## src/rtl/mult32_seq_pkg.sv

```systemverilog
// Shared types and constants for the 32x32 multiply sequencer.
package mult32_seq_pkg;

    localparam int unsigned MUL_HALF_W = 16;
    localparam int unsigned DATA_W     = 32;
    localparam int unsigned ACC_W      = 64;
    localparam int unsigned SHIFT_W    = 6;
    localparam int unsigned PASS_W     = 2;

    typedef enum logic [2:0] {
        ST_IDLE,
        ST_CONV,
        ST_SEL,
        ST_ISSUE,
        ST_WAIT,
        ST_ACC,
        ST_FIX,
        ST_DONE
    } state_t;

    typedef struct packed {
        logic               a_hi;
        logic               b_hi;
        logic [SHIFT_W-1:0] shift;
    } pass_t;

    // Partial-product order: AL*BL, AL*BH, AH*BL, AH*BH.
    function automatic pass_t pass_entry(input logic [PASS_W-1:0] k);
        pass_t p;
        case (k)
            2'd0:    p = '{a_hi: 1'b0, b_hi: 1'b0, shift: SHIFT_W'(0)};
            2'd1:    p = '{a_hi: 1'b0, b_hi: 1'b1, shift: SHIFT_W'(16)};
            2'd2:    p = '{a_hi: 1'b1, b_hi: 1'b0, shift: SHIFT_W'(16)};
            default: p = '{a_hi: 1'b1, b_hi: 1'b1, shift: SHIFT_W'(32)};
        endcase
        return p;
    endfunction

    function automatic logic [MUL_HALF_W-1:0] half_sel(input logic [DATA_W-1:0] v,
                                                        input logic hi);
        return hi ? v[DATA_W-1:MUL_HALF_W] : v[MUL_HALF_W-1:0];
    endfunction

endpackage

```

## src/rtl/mult32_fix.sv

```systemverilog
// Combinational magnitude/sign unit: 32-bit abs of two operands and 64-bit conditional negate.
module mult32_fix
    import mult32_seq_pkg::*;
(
    input  logic [DATA_W-1:0] a,
    input  logic [DATA_W-1:0] b,
    input  logic              sign_en,
    input  logic [ACC_W-1:0]  acc,
    input  logic              acc_neg,
    output logic [DATA_W-1:0] mag_a_c,
    output logic [DATA_W-1:0] mag_b_c,
    output logic              neg_c,
    output logic [ACC_W-1:0]  acc_out_c
);

    logic sign_a;
    logic sign_b;

    // 0x80000000 maps to itself, which is the correct unsigned magnitude.
    always_comb begin
        sign_a    = sign_en & a[DATA_W-1];
        sign_b    = sign_en & b[DATA_W-1];
        mag_a_c   = sign_a ? (~a + DATA_W'(1)) : a;
        mag_b_c   = sign_b ? (~b + DATA_W'(1)) : b;
        neg_c     = sign_a ^ sign_b;
        acc_out_c = acc_neg ? (~acc + ACC_W'(1)) : acc;
    end

endmodule

```

## src/rtl/mult32_seq.sv

```systemverilog
// Sequences a shared 16x16 multiplier through up to four passes to form a 32x32 MULT/MULTU result.
module mult32_seq
    import mult32_seq_pkg::*;
#(
    parameter bit          SKIP_ZERO = 1'b1,
    parameter int unsigned TIMEOUT   = 64
) (
    input  logic                  Clk,
    input  logic                  Reset,
    input  logic                  Req,
    input  logic                  Signed,
    input  logic [DATA_W-1:0]     OpA,
    input  logic [DATA_W-1:0]     OpB,
    output logic                  Busy,
    output logic                  Valid,
    output logic                  Err,
    output logic [DATA_W-1:0]     Hi,
    output logic [DATA_W-1:0]     Lo,
    output logic                  MulSt,
    output logic [MUL_HALF_W-1:0] MulA,
    output logic [MUL_HALF_W-1:0] MulB,
    input  logic [DATA_W-1:0]     MulProduto,
    input  logic                  MulDone,
    input  logic                  MulIdle
);

    localparam int unsigned TMO_W = (TIMEOUT < 2) ? 1 : $clog2(TIMEOUT + 1);

    state_t              state;
    logic                sgn;
    logic                neg;
    logic [DATA_W-1:0]   op_a;
    logic [DATA_W-1:0]   op_b;
    logic [PASS_W-1:0]   k;
    logic [ACC_W-1:0]    acc;
    logic [DATA_W-1:0]   prod;
    logic [TMO_W-1:0]    tmo_cnt;

    pass_t               pass_c;
    logic [MUL_HALF_W-1:0] half_a_c;
    logic [MUL_HALF_W-1:0] half_b_c;
    logic                skip_c;
    logic [ACC_W-1:0]    prod_shifted_c;

    logic [DATA_W-1:0]   mag_a;
    logic [DATA_W-1:0]   mag_b;
    logic                conv_neg;
    logic [ACC_W-1:0]    acc_fixed;
    logic [ACC_W-1:0]    conv_acc_unused;
    logic [DATA_W-1:0]   fix_mag_a_unused;
    logic [DATA_W-1:0]   fix_mag_b_unused;
    logic                fix_neg_unused;

    // Current pass operands and shifted partial product.
    always_comb begin
        pass_c         = pass_entry(k);
        half_a_c       = half_sel(op_a, pass_c.a_hi);
        half_b_c       = half_sel(op_b, pass_c.b_hi);
        skip_c         = SKIP_ZERO && ((half_a_c == '0) || (half_b_c == '0));
        prod_shifted_c = ACC_W'(prod) << pass_c.shift;
    end

    mult32_fix u_conv (
        .a         (op_a),
        .b         (op_b),
        .sign_en   (sgn),
        .acc       ('0),
        .acc_neg   (1'b0),
        .mag_a_c   (mag_a),
        .mag_b_c   (mag_b),
        .neg_c     (conv_neg),
        .acc_out_c (conv_acc_unused)
    );

    mult32_fix u_fix (
        .a         ('0),
        .b         ('0),
        .sign_en   (1'b0),
        .acc       (acc),
        .acc_neg   (neg),
        .mag_a_c   (fix_mag_a_unused),
        .mag_b_c   (fix_mag_b_unused),
        .neg_c     (fix_neg_unused),
        .acc_out_c (acc_fixed)
    );

    // Sequencer; MulSt is registered so it is high during the ISSUE cycle it belongs to.
    always_ff @(posedge Clk or posedge Reset) begin
        if (Reset) begin
            state   <= ST_IDLE;
            sgn     <= 1'b0;
            neg     <= 1'b0;
            op_a    <= '0;
            op_b    <= '0;
            k       <= '0;
            acc     <= '0;
            prod    <= '0;
            tmo_cnt <= '0;
            Busy    <= 1'b0;
            Valid   <= 1'b0;
            Err     <= 1'b0;
            Hi      <= '0;
            Lo      <= '0;
            MulSt   <= 1'b0;
            MulA    <= '0;
            MulB    <= '0;
        end else begin
            Valid <= 1'b0;
            Err   <= 1'b0;
            MulSt <= 1'b0;
            case (state)
                ST_IDLE: begin
                    if (Req) begin
                        sgn   <= Signed;
                        op_a  <= OpA;
                        op_b  <= OpB;
                        Busy  <= 1'b1;
                        state <= ST_CONV;
                    end
                end
                ST_CONV: begin
                    op_a  <= mag_a;
                    op_b  <= mag_b;
                    neg   <= conv_neg;
                    k     <= '0;
                    acc   <= '0;
                    state <= ST_SEL;
                end
                ST_SEL: begin
                    if (skip_c) begin
                        k     <= k + PASS_W'(1);
                        state <= (k == PASS_W'(3)) ? ST_FIX : ST_SEL;
                    end else begin
                        MulA  <= half_a_c;
                        MulB  <= half_b_c;
                        MulSt <= MulIdle;
                        state <= ST_ISSUE;
                    end
                end
                ST_ISSUE: begin
                    tmo_cnt <= '0;
                    if (MulSt) begin
                        state <= ST_WAIT;
                    end else if (MulIdle) begin
                        MulSt <= 1'b1;
                    end
                end
                ST_WAIT: begin
                    if (MulDone) begin
                        prod  <= MulProduto;
                        state <= ST_ACC;
                    end else if (tmo_cnt == TMO_W'(TIMEOUT - 1)) begin
                        Hi    <= '0;
                        Lo    <= '0;
                        Valid <= 1'b1;
                        Err   <= 1'b1;
                        state <= ST_DONE;
                    end else begin
                        tmo_cnt <= tmo_cnt + TMO_W'(1);
                    end
                end
                ST_ACC: begin
                    acc   <= acc + prod_shifted_c;
                    k     <= k + PASS_W'(1);
                    state <= (k == PASS_W'(3)) ? ST_FIX : ST_SEL;
                end
                ST_FIX: begin
                    acc   <= acc_fixed;
                    Hi    <= acc_fixed[ACC_W-1:DATA_W];
                    Lo    <= acc_fixed[DATA_W-1:0];
                    Valid <= 1'b1;
                    state <= ST_DONE;
                end
                ST_DONE: begin
                    Busy  <= 1'b0;
                    state <= ST_IDLE;
                end
                default: state <= ST_IDLE;
            endcase
        end
    end

endmodule

```

## config.mk

```make
export PLATFORM = sky130hd
export DESIGN_NAME = mult32_seq
export DESIGN_NICKNAME = d
export VERILOG_FILES = /design/src/rtl/mult32_seq_pkg.sv /design/src/rtl/mult32_fix.sv /design/src/rtl/mult32_seq.sv
export SDC_FILE = /design/constraint.sdc
export NUM_CORES = 1
export LEC_CHECK = 0
export BUFFER_PORTS_ARGS = -buffer_cell sky130_fd_sc_hd__buf_2
export CAP_MARGIN = 20
export CORE_ASPECT_RATIO = 1.1
export CORE_UTILIZATION = 45
export CTS_CLUSTER_SIZE = 16
export DETAILED_ROUTE_END_ITERATION = 10
export SLEW_MARGIN = 10
export SYNTH_ARGS = -nofsm -noshare
export SYNTH_HDL_FRONTEND = slang
export SYNTH_SLANG_ARGS = --single-unit
```

## constraint.sdc

```tcl
create_clock -name Clk -period 19.64 [get_ports Clk]
set_clock_uncertainty 0.2 [all_clocks]
set_input_delay 1.964 -clock Clk [delete_from_list [all_inputs] [get_ports Clk]]
set_output_delay 1.964 -clock Clk [all_outputs]
set_load 0.02 [all_outputs]
```

==> summary.txt <==
Synth
  – Cell taking the most area after synthesis: dfrtp_1
  – Post-synth ARST share: 100%
  – Register area share after synthesis: 37.4%
  – Warnings, synthesis: 0
  – Simple-Gate Fraction of Synth Area: 19.3%
  – Synth top area share: 37.4%
  – Mean post-synth cell area: 8.38 um2
  – Mapped Nets: 2,364
  – Synth Area in XOR/XNOR: 6.25%
  – Largest family of logic cells by synthesized area: compound AO/OA/AOI/OAI gates
  – Largest cells by area after synthesis: dfrtp_1 37%, o21ai_0 5.8%, a21oi_1 5.5%
  – Synth Cell Area: 18,400 um2
  – Mux share of post-synthesis cell area: 4.85%
  – Post-synth EDFFs: 0
  – Fraction of the mapped netlist area in adder cells: 4.95%
  – Register bit total from synthesis: 274
  – Number of distinct library cells after synthesis: 79
  – Synth Instances: 2,190
  – Main synth FF type: dfrtp_1
  – Compound-Gate Fraction of Synth Area: 23.6%

Timing
  – Final period demand of the worst path: 6.32 ns
  – Final setup fails: 0
  – Setup TNS: 0 ns
  – Rel. slew slack: 28.6%
  – Final worst path period share: 32.2%
  – Fmax: 158 MHz
  – RSZ-0062 raised after global routing: false
  – Final Hold Viols: 0
  – Worst-margin pin slew: 1.07 ns
  – Pins Over Slew Limit: 0
  – Slack of the critical path: 13.32 ns

Critical path
  – CP max stage delay: 0.94 ns
  – Worst r2r path cells: 18
  – Slowest-stage cell, CP: ha_1
  – Worst R2R End: acc[52]
  – Crit path arrival time: 6.56 ns
  – Levels on crit path: 18
  – Worst Setup EP: acc[52]
  – Critical path buffer and inverter count: 3
  – CP top delay family: simple AND/OR/NAND/NOR gates
  – Critical path class: flop to flop
  – Critical Path End Type: flop
  – Reg2reg setup slack: 13.32 ns
  – CP startpoint: k[0]
  – Startpoint types: flop
  – Most frequent CP cell: inv_1
  – Critical path, cell by cell: inv_1 > ha_1 > inv_1 > nor2_1 > and2_1 > ha_1 > inv_1 > fa_1 > nor2b_1 > o31a_1 > o31ai_1 > o21ai_0 > a21oi_1 > nor4b_1 > o21a_1 > nor2_1 > xnor2_1 > a221o_1
  – RR Startpoint: k[0]
  – Crit path required time: 19.88 ns
  – Worst-path maximum fanout: 20

Finish
  – Register area: 6860 um2
  – Layout cell share with drive strength beyond 1: 14.6%
  – Most common cell after layout, fill and taps aside: dfrtp_1
  – Fill cell count: 3,946
  – Most frequent cells in the layout: 273 x dfrtp_1, 254 x nand2_1, 211 x o21ai_0
  – NumNets Final: 2,486
  – Footprint of the multi-input gates: 10,900 um2
  – Area Overhead vs Synth: 13.5%
  – Design Area, Final: 20,800 um2

Clocking
  – Sink Count: 274
  – Hold buffers post-CTS: 0
  – CTS tree: built
  – Root Buffer: clkbuf_16
  – H-Tree Depth: 2
  – Post-CTS sizing: 0
  – Cts bufs inserted: 34
  – Worst skew pair latency: 0.55 ns
  – Worst-path clk slew: 0.06 ns
  – Post-CTS Setup Inserts: 0
  – CTS Buffer Depth: 3

Flow run
  – Max Cap Viol: 0

Floorplan
  – IO Pins: 202
  – Chip width: 195 um
  – Die Footprint: 41,600 um2
  – Starting Density: 45.7%
  – Core region area: 40,200 um2
  – Row count: 77
  – Die H: 214 um

Routing
  – Via density: 6.05
  – Drt wl/cell: 21.0 um
  – Final wirelength: 59,900 um
  – Starting DRT DRC Count: 1,100
  – 1st-pass router iterations: 6
  – Antenna-violating nets left: 0
  – Vias: 17,200
  – Drt drc: 0

Place
  – Worst slack, placed: 13.34 ns
  – Hpwl dp: 43,400 um
  – Placed cell area: 19,700 um2
  – GPL Wtd Cong: 0.920
  – Number of port buffers: 201

Power
  – Leak: 9.46 nW
  – PwrDens: 170 nW/um2
  – Maximum VDD drop: 0.0853 mV

Global route
  – Vias in the first global route: 16,200
  – Largest net degree at the start of global routing: 141
  – Initial antenna violation count: 0
  – First-pass GRT wire length: 92,900 um
  – GRT Residual Overflow: 0
  – Total GRT Usage: 28.4%

Outcome
  – Status: finished, final reports clean

Worst hold path
  – HP Start: Lo[6]
  – Min-delay worst type: flop to flop
==> Yosys cell counts, types with 48 or more instances <==
cell,n
a21o_1,52
a21oi_1,201
clkbuf_1,123
dfrtp_1,274
ha_1,71
mux2i_1,53
nand2_1,257
nand3_1,55
nor2_1,186
nor3_1,64
o21ai_0,211
xnor2_1,48
xor2_1,83
==> worst min-delay path by stage <==
stage	to	cells after the start
CTS	Hi[12]	1
floorplan	tmo_cnt[0]	1
global placement	Lo[14]	1
detailed placement	Hi[12]	1
finish	Lo[6]	1
global route	MulB[9]	2
==> stage by stage <==
| step | std cells | utilization (%) | power, W | hold WS [ns] |
|---|---|---|---|---|
| floorplan | 2190 | - | 0.00229 | 0.277 |
| global placement | 2787 | 49.0 | 0.00286 | 0.256 |
| detailed placement | 2787 | 49.0 | 0.00288 | 0.261 |
| CTS | 2843 | 51.7 | 0.00354 | 0.273 |
| global route | 2845 | 51.8 | 0.00378 | 0.283 |
| finish | 2846 | 51.8 | 0.00354 | 0.271 |
==> state kept, by name (all words and copies together), names as in the netlist <==
| name | flops |
|---|---|
| neg | 1 |
| op_a | 32 |
| Lo | 32 |
| prod | 32 |
| state | 3 |
| acc | 64 |
| Err | 1 |
| Hi | 32 |
| tmo_cnt | 7 |
| MulA | 16 |
| op_b | 32 |
| Valid | 1 |
| Busy | 1 |
| MulSt | 1 |
| k | 2 |
| MulB | 16 |
| sgn | 1 |
==> power by group <==
group | switching, W | internal, W
sequential | 0.000287 | 0.000796
combinational | 0.00116 | 0.000658
clock | 0.000257 | 0.000383
==> cell type report <==
class	count	area share, %
repair buffers	223	5.76
multi-input cells	1740	52.2
clock inverters	10	0.643
well taps	513	3.08
flip-flops and latches	274	32.9
inverters	39	0.739
clock buffers	46	4.65
diodes	1	0.0120
==> per-layer routing <==
layer | track usage, % | part of all wire (%)
met3 | 3.85 | 5.3
met2 | 47.2 | 47
met4 | 10.1 | 3.2
met5 | 0 | 0
met1 | 38.0 | 44
==> cells by family (layout without fill, tap and decap cells) <==
group | Yosys count | count (layout)
adders and majority gates | 72 | 72
AOI/OAI and AO/OA | 699 | 699
muxes | 85 | 85
xor gates and xnor gates | 131 | 131
and+or+nand+nor | 753 | 753
DFF | 274 | 274
other | 0 | 1
buffers and inverters | 176 | 318
==> worst register-to-register path, cell delays in order, from the launching register on <==
cell	delay, ns
dfrtp_1	0.39
inv_1	0.11
ha_1	0.94
inv_1	0.14
nor2_1	0.83
and2_1	0.24
ha_1	0.17
inv_1	0.05
fa_1	0.39
nor2b_1	0.17
o31a_1	0.19
o31ai_1	0.10
o21ai_0	0.35
a21oi_1	0.25
nor4b_1	0.86
o21a_1	0.31
nor2_1	0.10
xnor2_1	0.13
a221o_1	0.30
Power figures use the tool's default switching activity.
